### src/rtl/spi_loader_pkg.sv
// spi_loader_pkg: FSM encodings, header field positions and reset defaults shared by the SPI loader
`ifndef DATAPATH_W
`define DATAPATH_W 8
`endif
package spi_loader_pkg;
    localparam int DATAPATH_W_DEF = `DATAPATH_W;
    localparam int CNT_W = 3;
    typedef enum logic [1:0] {
        ST_IDLE  = 2'd0,
        ST_HDR   = 2'd1,
        ST_DATA  = 2'd2,
        ST_DRAIN = 2'd3
    } state_e;
    localparam int HDR_TGT_BIT = 4;
    localparam int HDR_RSV_LSB = 5;
    localparam int HDR_RSV_MSB = 7;
    localparam logic   SYNC_RST  = 1'b1;
    localparam state_e STATE_RST = ST_DRAIN;
endpackage

### src/rtl/spi_loader_sync.sv
// spi_loader_sync: 2-flop synchronizer with rising-edge detect; resets to the idle-high level
module spi_loader_sync
    import spi_loader_pkg::*;
(
    input  logic clk,
    input  logic rst,
    input  logic d_i,
    output logic q_o,
    output logic rise_o
);
    logic meta_q, sync_q, prev_q;
    always_ff @(posedge clk) begin
        if (rst) begin
            meta_q <= SYNC_RST;
            sync_q <= SYNC_RST;
            prev_q <= SYNC_RST;
        end else begin
            meta_q <= d_i;
            sync_q <= meta_q;
            prev_q <= sync_q;
        end
    end
    assign q_o    = sync_q;
    assign rise_o = sync_q & ~prev_q;
endmodule

### src/rtl/spi_loader.sv
// spi_loader: SPI frame receiver writing header-addressed bytes into icache/dcache; SPI_LOADER_AUTOINC_EN allows multi-byte frames
module spi_loader
    import spi_loader_pkg::*;
#(
    parameter int DATAPATH_W = DATAPATH_W_DEF,
    parameter int ADDR_W     = 4
) (
    input  logic                  clk,
    input  logic                  rst,
    input  logic                  sclk_in,
    input  logic                  mosi_in,
    input  logic                  cs_n_in,
    output logic                  wr_en_out,
    output logic                  wr_target_out,
    output logic [ADDR_W-1:0]     wr_addr_out,
    output logic [DATAPATH_W-1:0] wr_data_out,
    output logic                  busy_out,
    output logic                  err_out
);
`ifdef SPI_LOADER_AUTOINC_EN
    localparam bit ONE_BYTE = 1'b0;
`else
    localparam bit ONE_BYTE = 1'b1;
`endif
    state_e                state_q, state_d;
    logic [CNT_W-1:0]      bit_cnt_q, bit_cnt_d, cnt_nx;
    logic [DATAPATH_W-1:0] shift_q, shift_d, rx_byte, wr_data_q, wr_data_d;
    logic [ADDR_W-1:0]     addr_q, addr_d, wr_addr_q, wr_addr_d;
    logic                  target_q, target_d, wr_target_q, wr_target_d;
    logic                  wr_en_q, wr_en_d, err_q, err_d, one_q, one_d;
    logic                  sclk_rise, mosi_s, cs_s, cs_rise, sclk_s_unused, mosi_rise_unused;
    logic                  in_frame, sample, done, hdr_ok, hdr_take, overrun, wr_fire;
    spi_loader_sync u_sync_sclk (.clk(clk), .rst(rst), .d_i(sclk_in), .q_o(sclk_s_unused), .rise_o(sclk_rise));
    spi_loader_sync u_sync_mosi (.clk(clk), .rst(rst), .d_i(mosi_in), .q_o(mosi_s), .rise_o(mosi_rise_unused));
    spi_loader_sync u_sync_cs   (.clk(clk), .rst(rst), .d_i(cs_n_in), .q_o(cs_s), .rise_o(cs_rise));
    assign in_frame = (state_q == ST_HDR) || (state_q == ST_DATA);
    assign sample   = sclk_rise && in_frame;
    assign cnt_nx   = bit_cnt_q + CNT_W'(sample);
    assign done     = sample && (bit_cnt_q == '1);
    assign rx_byte  = {shift_q[DATAPATH_W-2:0], mosi_s};
    assign hdr_ok   = rx_byte[HDR_RSV_MSB:HDR_RSV_LSB] == '0;
    assign hdr_take = (state_q == ST_HDR) && done && hdr_ok;
    // Without auto-increment, the first bit after the single data byte is an overrun
    assign overrun  = ONE_BYTE && one_q && sample && (state_q == ST_DATA);
    assign wr_fire  = (state_q == ST_DATA) && done && !overrun;
    always_ff @(posedge clk) begin
        if (rst) begin
            state_q     <= STATE_RST;
            bit_cnt_q   <= '0;
            shift_q     <= '0;
            addr_q      <= '0;
            target_q    <= 1'b0;
            one_q       <= 1'b0;
            err_q       <= 1'b0;
            wr_en_q     <= 1'b0;
            wr_target_q <= 1'b0;
            wr_addr_q   <= '0;
            wr_data_q   <= '0;
        end else begin
            state_q     <= state_d;
            bit_cnt_q   <= bit_cnt_d;
            shift_q     <= shift_d;
            addr_q      <= addr_d;
            target_q    <= target_d;
            one_q       <= one_d;
            err_q       <= err_d;
            wr_en_q     <= wr_en_d;
            wr_target_q <= wr_target_d;
            wr_addr_q   <= wr_addr_d;
            wr_data_q   <= wr_data_d;
        end
    end
    always_comb begin
        state_d = state_q;
        unique case (state_q)
            ST_IDLE: state_d = cs_s ? ST_IDLE : ST_HDR;
            ST_HDR:  state_d = done ? (!hdr_ok ? ST_DRAIN : cs_rise ? ST_IDLE : ST_DATA)
                                    : (cs_rise ? ST_IDLE : ST_HDR);
            ST_DATA: state_d = overrun ? ST_DRAIN : cs_rise ? ST_IDLE : ST_DATA;
            default: state_d = cs_s ? ST_IDLE : ST_DRAIN;
        endcase
    end
    always_comb begin
        bit_cnt_d   = (state_q == ST_IDLE) ? '0 : cnt_nx;
        shift_d     = sample ? rx_byte : shift_q;
        addr_d      = hdr_take ? rx_byte[ADDR_W-1:0] : wr_fire ? addr_q + 1'b1 : addr_q;
        target_d    = hdr_take ? rx_byte[HDR_TGT_BIT] : target_q;
        one_d       = (state_q == ST_IDLE) ? 1'b0 : (one_q | wr_fire);
        err_d       = (state_q == ST_IDLE && !cs_s) ? 1'b0
                    : err_q | ((state_q == ST_HDR) && done && !hdr_ok) | overrun
                      | (in_frame && cs_rise && cnt_nx != '0);
        wr_en_d     = wr_fire;
        wr_target_d = wr_fire ? target_q : wr_target_q;
        wr_addr_d   = wr_fire ? addr_q : wr_addr_q;
        wr_data_d   = wr_fire ? rx_byte : wr_data_q;
    end
    assign wr_en_out     = wr_en_q;
    assign wr_target_out = wr_target_q;
    assign wr_addr_out   = wr_addr_q;
    assign wr_data_out   = wr_data_q;
    assign busy_out      = state_q != ST_IDLE;
    assign err_out       = err_q;
endmodule

### config.mk
export PLATFORM = sky130hd
export DESIGN_NAME = spi_loader
export DESIGN_NICKNAME = d
export VERILOG_FILES = /design/src/rtl/spi_loader_pkg.sv /design/src/rtl/spi_loader_sync.sv /design/src/rtl/spi_loader.sv
export SDC_FILE = /design/constraint.sdc
export NUM_CORES = 1
export LEC_CHECK = 0
export ABC_AREA = 1
export CORE_UTILIZATION = 60
export CTS_BUF_LIST = sky130_fd_sc_hd__clkbuf_8
export CTS_CLUSTER_SIZE = 10
export DETAILED_ROUTE_END_ITERATION = 10
export GPL_TIMING_DRIVEN = 0
export MAX_ROUTING_LAYER = met4
export PLACE_DENSITY_LB_ADDON = 0.08
export SLEW_MARGIN = 20
export SYNTH_ARGS = -nofsm -noshare
export SYNTH_HDL_FRONTEND = slang
export SYNTH_HIERARCHICAL = 1
export SYNTH_SLANG_ARGS = --single-unit
### constraint.sdc
create_clock -name clk -period 3.15 [get_ports clk]
set_clock_uncertainty 0.15 [all_clocks]
set_input_delay 0.945 -clock clk [delete_from_list [all_inputs] [get_ports clk]]
set_output_delay 0.945 -clock clk [all_outputs]
set_load 0.005 [all_outputs]
# Word level (Yosys, flattened, before mapping)
# Index checks and enable logic that the tools add are counted.
op_classes:
  n_mux: 10
  bitwise: 8
  reduce_logical: 23
  n_eq_ne: 3
  addsub: 2
op_table:
  columns: ["operator", "count"]
  rows:
  - ["1-bit logical AND", 12]
  - ["2-bit 2-to-1 mux", 5]
  - ["4-bit 2-to-1 mux", 2]
  - ["2-bit case mux with 3 select lines", 1]
  - ["4-bit by 1-bit adder with 4-bit output, second input constant", 1]
  - ["1-bit OR", 4]
  - ["2-bit nonzero test", 2]
  - ["2-bit OR reduction", 2]
  - ["3-bit by 1-bit adder with 3-bit output", 1]
  - ["3-bit == test, second input constant", 1]
  - ["1-bit zero test", 3]
  - ["3-bit zero test", 1]
  - ["3-bit nonzero test", 1]
  - ["1-bit AND", 2]
  - ["2-bit by 1-bit == test with 1-bit output, second input constant", 1]
  - ["2-bit == test, second input constant", 1]
  - ["2-bit zero test", 1]
  - ["1-bit 2-to-1 mux", 2]
  - ["1-bit NOT", 2]
  - ["1-bit logical OR", 1]
word_totals:
  out_inout_bits: 16
  inputBits: 5
  regBits: 41
  word_cells: 65

# Longest topological paths before layout
# Gate-level depths: netlist of run 1.
logic_depth:
  word_depth: 9
  mapped_depth: 11

# Modules after synthesis
# The synthesis of run 1 kept the hierarchy.
modules_own_cells:
  columns: ["module", "seq_area_each_um2", "cells_each", "n_inst", "area_per_inst_um2"]
  rows:
  - ["spi_loader", 660.6, 182, 1, 1455.1]
  - ["spi_loader_sync", 60.1, 11, 3, 92.6]

# Least setup slack after synthesis of run 1
# No wires, ideal clock.
synth_path:
  path_kind: "register to register"
  startpoint: "register state_q[0]"
  endpoint: "register err_q (netlist: err_out)"
  stages_incl_launch_ff: 12
  slack_ns: 1.058
  t_arrival_ns: 1.820
  setup_ns: 0.122
  required_time_ns: 2.878
  cell_sequence: "dfxtp_1 -> inv_1 -> ha_1 -> nand2_2 -> buf_2 -> inv_1 -> ha_1 -> ha_1 -> xnor2_1 -> nand3_1 -> nand3_1 -> a31oi_1"
synth_via:
  elab_chain_cells: 9
  word_cells_on_any_way: 19
  cone_classes: "add/sub (1); eq/ne (2); bitwise (3); reduce/logical (13)"
synth_rtl:
  columns: ["item", "line", "source"]
  rows:
  - ["from (decl)", "spi_loader.sv:25", "state_e state_q, state_d;"]
  - ["from (signal assigned)", "spi_loader.sv:60", "state_q <= state_d;"]
  - ["2-bit by 1-bit == test with 1-bit output or 2-bit == test (tied branches)", "spi_loader.sv:36", "assign in_frame = (state_q == ST_HDR) || (state_q == ST_DATA);"]
  - ["1-bit logical OR *", "spi_loader.sv:36", null]
  - ["1-bit logical AND *", "spi_loader.sv:37", "assign sample = sclk_rise && in_frame;"]
  - ["named net sample", "spi_loader.sv:32", "logic in_frame, sample, done, hdr_ok, hdr_take, overrun, wr_fire;"]
  - ["parallel branches: the longest is 5 deep, another holds 3-bit by 1-bit adder with 3-bit output", null, null]
  - ["1-bit OR *", "spi_loader.sv:91", "| (in_frame && cs_rise && cnt_nx != '0);"]
  - ["to (signal assigned)", "spi_loader.sv:66", "err_q <= err_d;"]
  - ["to (decl)", "spi_loader.sv:30", "logic wr_en_q, wr_en_d, err_q, err_d, one_q, one_d;"]
# Mark *: on every way through the listed nets, which the timed path passes.
# A chain may end at the register's enable or synchronous reset.

# Final worst setup path of run 1
layout_path:
  startpoint: "register state_q[0]"
  endpoint: "output port busy_out"
layout_via:
  elab_chain_cells: 1
layout_rtl:
  columns: ["item", "line", "source"]
  rows:
  - ["2-bit nonzero test", "spi_loader.sv:101", "assign busy_out = state_q != ST_IDLE;"]
  - ["to (decl)", "spi_loader.sv:17", "output logic busy_out,"]
# No other way between the ends.

==> impl_metrics.toml, run 1 <==
[routing]
wl_met3_um = 205
firstDrtPassIters = 6
wl_per_cell_um = 12.77
dr_wl_met2_mm = 1.700
drt_iter0_markers = 64
drc = 0
ant_nets = 0
highest_layer = "met4"
wl_met1_mm = 1.465
routed_wl_mm = 3.435
vias = 1421
vias_per_cell = 5.283

[placed_design]
dpl_cell_area_um2 = 1937
dp_hpwl_mm = 2.565
dp_cells = 261
io_buffers = 20
gp_congestion = 0.8434

[clock_tree]
ctsResizeCount = 0
clock_path_buffers = 2
h-tree-depth = 2
clock_sinks = 41
post_cts_buffers = 0
cts_buffers = 5
cts_hold_buf = 0
cts_tree = "done"
clk_pin_slew_ns = 0.07
clk-insertion-delay-late_ns = 0.29
cts_root_buf = "clkbuf_8"

[synthesis]
syn_avg_cell_area_um2 = 8.053
syn-num-nets = 223
syn_area_um2 = 1699
yosys_warnings = 6
syn_inst = 211

[die]
die_w_um = 55.22
die_height_um = 55.22
initial_core_util_pct = 66.18
fp.coreArea_um2 = 2567
die-area_um2 = 3049
rows = 18
pin_count = 21

[power]
cellLeakagePower_nw = 0.8913
peakVddDrop_v = 0.0004732
p_per_area_nw_per_um2 = 466.1

[setup_path]
critical_path_class = "register to primary output"
cp.required_ns = 2.05
slowest_stage = "clkdlybuf4s50_1"
end_kind = "primary output"
start_kind = "register"
slowest_delay_ns = 0.51
cpMostUsedCell = "inv_1"
crit_fanout = 3
arrival_ns = 1.53
crit_chain = "inv_1, ha_1, inv_1, clkdlybuf4s50_1"

[sta]
hold_slack_ns = 0.2575
setup_viol = 0
slew_violations = 0
fin_crit_ns = 2.622
max_freq_mhz = 381.4
max_slew_margin_pct = 70.53
timing.final.hold_violations = 0
finalCritPeriodShare_pct = 83.24
rsz0062_at_grt = "false"
fin_setup_tns_ns = 0
worst_pin_slew_ns = 0.4421

[global_routing]
grt-ovfl-total = 0
antenna_found_initial = 0
grt_pass1_vias = 1441
grt_start_max_net_pins = 14
grt_usage_pct = 25.27
grt_pass1_wl_mm = 5.899

[finish]
n_antenna_cell = 0
final_cell_count_no_fill = 269
design_area_um2 = 2033
drive_above_1_share_pct = 10.46
syn2layout_area_growth_pct = 19.66
nets = 250
fill_cells = 166
final_core_util_pct = 79.19

[run_status]
status = "complete, no violations"

[flow_run]
drv_cap = 0

[hold_path]
hold_class = "register to register"
==> worst max-delay path, delay by kind of cell (launching register included) <==
family                     cells  cell delay, ns
buffers and inverters          3            0.66
DFF                            1            0.36
adders and majority gates      1            0.21
==> metrics by stage <==
step	setup WS [ns]	power (mW)
final	0.5280	0.9476
after global routing	0.4418	0.9808
after CTS	0.5160	0.9525
after detailed placement	0.6490	0.5991
after global placement	0.7052	0.5951
after floorplan	1.058	0.5801
==> cells in the final DEF, fill, tap and decap left out, types with 3 or more instances in the layout <==
master           count
o21ai_0             13
ha_1                 7
clkdlybuf4s50_1     20
nor2_2               3
inv_1               29
a21oi_1             19
nand2_1             48
clkbuf_8             6
nand3_1             14
nor2_1              16
dfxtp_1             41
==> report_power, final <==
part | switching (mW) | total, mW | internal, mW
clock network | 0.183 | 0.361 | 0.178
registers | 0.00593 | 0.533 | 0.527
logic | 0.0330 | 0.0533 | 0.0203
==> sequential cells by signal (all words and copies together) (netlist names), 2 cells and up <==
| register | count |
|---|---|
| bit_cnt_q | 3 |
| state_q | 2 |
| wr_data_out | 8 |
| addr_q | 4 |
| wr_addr_out | 4 |
| shift_q | 7 |
==> final cells by class <==
cell class              instances  area (um2)  share of cell area, %
clock buffers                   6       82.58                  4.062
plain buffers                   5       40.04                  1.969
repair buffers                 20       200.2                  9.846
well taps                      30       37.54                  1.846
inverters                      31       117.6                  5.785
flip-flops and latches         41       820.8                  40.37
clock inverters                 2       13.76                 0.6769
multi-input cells             134       720.7                  35.45
==> worst paths after layout <==
kind / startpoint / end / slack [ns] / cells past startpoint
worst max-delay path: state_q[0] / busy_out / 0.53 / 4
worst min-delay path: u_sync_cs/meta_q / u_sync_cs/q_o / 0.26 / 2
worst max register to register: state_q[0] / err_out / 0.73 / 11
worst min register to register: u_sync_cs/meta_q / u_sync_cs/q_o / 0.26 / 2
==> metal layers <==
| layer | track usage (%) | up-vias |
|---|---|---|
| met4 | 13.57 | 0 |
| met1 | 27.89 | 653 |
| met3 | 7.260 | 11 |
| met2 | 41.14 | 43 |
| li1 | - | 714 |
| met5 | - | - |
Power figures use the tool's default switching activity.
==> inputs of run 2 (changes only) <==
- CORE_UTILIZATION: 60 -> 57
- clock period: 3.15 -> 2.5 ns (I/O delays scaled with it)
==> run 2 against run 1 <==
- first-iteration DRC count shrank 33%
- critical endpoint unchanged
- final area increased by 1.1%
- die area is 5.1% higher
==> impl_metrics.toml, run 2 (same netlist as run 1, synthesis figures left out) <==
[hold_path]
hold_class = "register to register"
whs_path_depth = 2

[power]
p_total_mw = 1.291
internal_power_mw = 1.015
p_comb_share_pct = 5.3
clkPwrFrac_pct = 42.6
switching_share_pct = 21.36
peakVddDrop_v = 0.0006519
p_seq_share_pct = 52.1
p_sw_uw = 275.7
p_per_area_nw_per_um2 = 628.0
cellLeakagePower_nw = 0.8950

[die]
die_height_um = 56.60
rows = 19
fp.coreArea_um2 = 2781
die-area_um2 = 3203
initial_core_util_pct = 61.09
die_w_um = 56.60
pin_count = 21

[setup_path]
arrival_ns = 1.51
worst-path-buf-inv = 3
start_kind = "register"
slowest_delay_ns = 0.51
slowest_stage = "clkdlybuf4s50_1"
cp.required_ns = 1.60
crit_chain = "inv_1, ha_1, inv_1, clkdlybuf4s50_1"
r2r_cells = 10
crit_cells = 4
end_kind = "primary output"
critical_path_class = "register to primary output"
crit_fanout = 3
cp_top_family = "buffers and inverters"
cpMostUsedCell = "inv_1"

[sta]
finalCritPeriodShare_pct = 96.20
setup_viol = 0
max_freq_mhz = 415.8
timing.final.hold_violations = 0
fin_setup_tns_ns = 0
slew_violations = 0
fin_crit_ns = 2.405
max_slew_margin_pct = 70.69
rsz0062_at_grt = "false"
worst_pin_slew_ns = 0.4397
setup_ws_ns = 0.09489

[clock_tree]
cts_buffers = 5
clk-insertion-delay-late_ns = 0.29
cts_hold_buf = 0
clock_path_buffers = 2
clk_pin_slew_ns = 0.07
h-tree-depth = 2
cts_tree = "done"
cts_root_buf = "clkbuf_8"
clock_sinks = 41
post_cts_buffers = 0
ctsResizeCount = 0

[run_status]
status = "complete, no violations"

[placed_design]
gp_congestion = 0.8231
dp_cells = 262
dp_hpwl_mm = 2.485
io_buffers = 20
dp_slack_ns = 0.1372

[finish]
nets = 249
n_antenna_cell = 0
largest_reg_flops = 8
syn2layout_area_growth_pct = 20.99
drive_above_1_share_pct = 10.92
final_cell_mix = "48 x nand2_1, 39 x dfxtp_1, 29 x inv_1"
final_core_util_pct = 73.91
final_common_cell = "nand2_1"
final_cell_count_no_fill = 269

[routing]
firstDrtPassIters = 4
drt_iter0_markers = 43
drc = 0
vias_per_cell = 5.219
vias = 1404
ant_nets = 0
wl_per_cell_um = 12.09
routed_wl_mm = 3.252

[global_routing]
grt_pass1_wl_mm = 5.692
grt_usage_pct = 23.84
grt_pass1_vias = 1395
grt_start_max_net_pins = 14
antenna_found_initial = 0
grt-ovfl-total = 0

[flow_run]
drv_cap = 0
[run 2: changes by cell type in the layout (fill, tap and decap cells not counted)]
cell	before	now
buf_2	2	1
bufinv_16	0	1
clkinv_2	2	1
clkinv_4	1	0
clkinvlp_4	0	1
dfxtp_1	41	39
dfxtp_2	0	2
[run 2: routing by layer]
| metal | vias up | part of all wire [%] | GRT usage, % |
|---|---|---|---|
| met5 | - | 0 | - |
| li1 | 712 | - | - |
| met2 | 29 | 52 | 41.51 |
| met4 | 0 | 1.4 | 7.317 |
| met3 | 7 | 2.7 | 6.912 |
| met1 | 656 | 44 | 26.14 |
[run 2: power by group through the flow]
stage	Clock [mW]	Combinational, mW	Sequential [mW]
finish	0.550	0.0678	0.673
global route	0.581	0.0772	0.675
CTS	0.555	0.0685	0.672
detailed placement	0	0.0683	0.688
global placement	0	0.0632	0.687
floorplan	0	0.0455	0.685
[run 2: through the flow]
stage               area, um2  hold slack [ns]
global route             2056           0.2879
CTS                      2058           0.2700
detailed placement       1938           0.2537
floorplan                1699           0.2295
global placement         1938           0.2334
finish                   2056           0.2636
[run 2: path summary, 6_finish.rpt]
path	from	endpoint	slack [ns]
setup / recovery	state_q[0]	busy_out	0.09
hold / removal	u_sync_sclk/meta_q	u_sync_sclk/q_o	0.26
hold reg to reg	u_sync_sclk/meta_q	u_sync_sclk/q_o	0.26
setup reg to reg	state_q[0]	err_out	0.24
[run 2: cell type report]
cell class	count	area, um2
multi-input cells	134	720.7
flip-flops and latches	41	823.3
repair buffers	20	200.2
clock buffers	6	82.58
well taps	31	38.79
plain buffers	4	35.03
clock inverters	2	37.54
inverters	31	117.6
fillers	216	725.7
[run 2: tightest hold or removal path, cell delays in order (launching register included)]
cell and delay [ns]:
dfxtp_1 0.31, inv_1 0.03, nand2_1 0.05
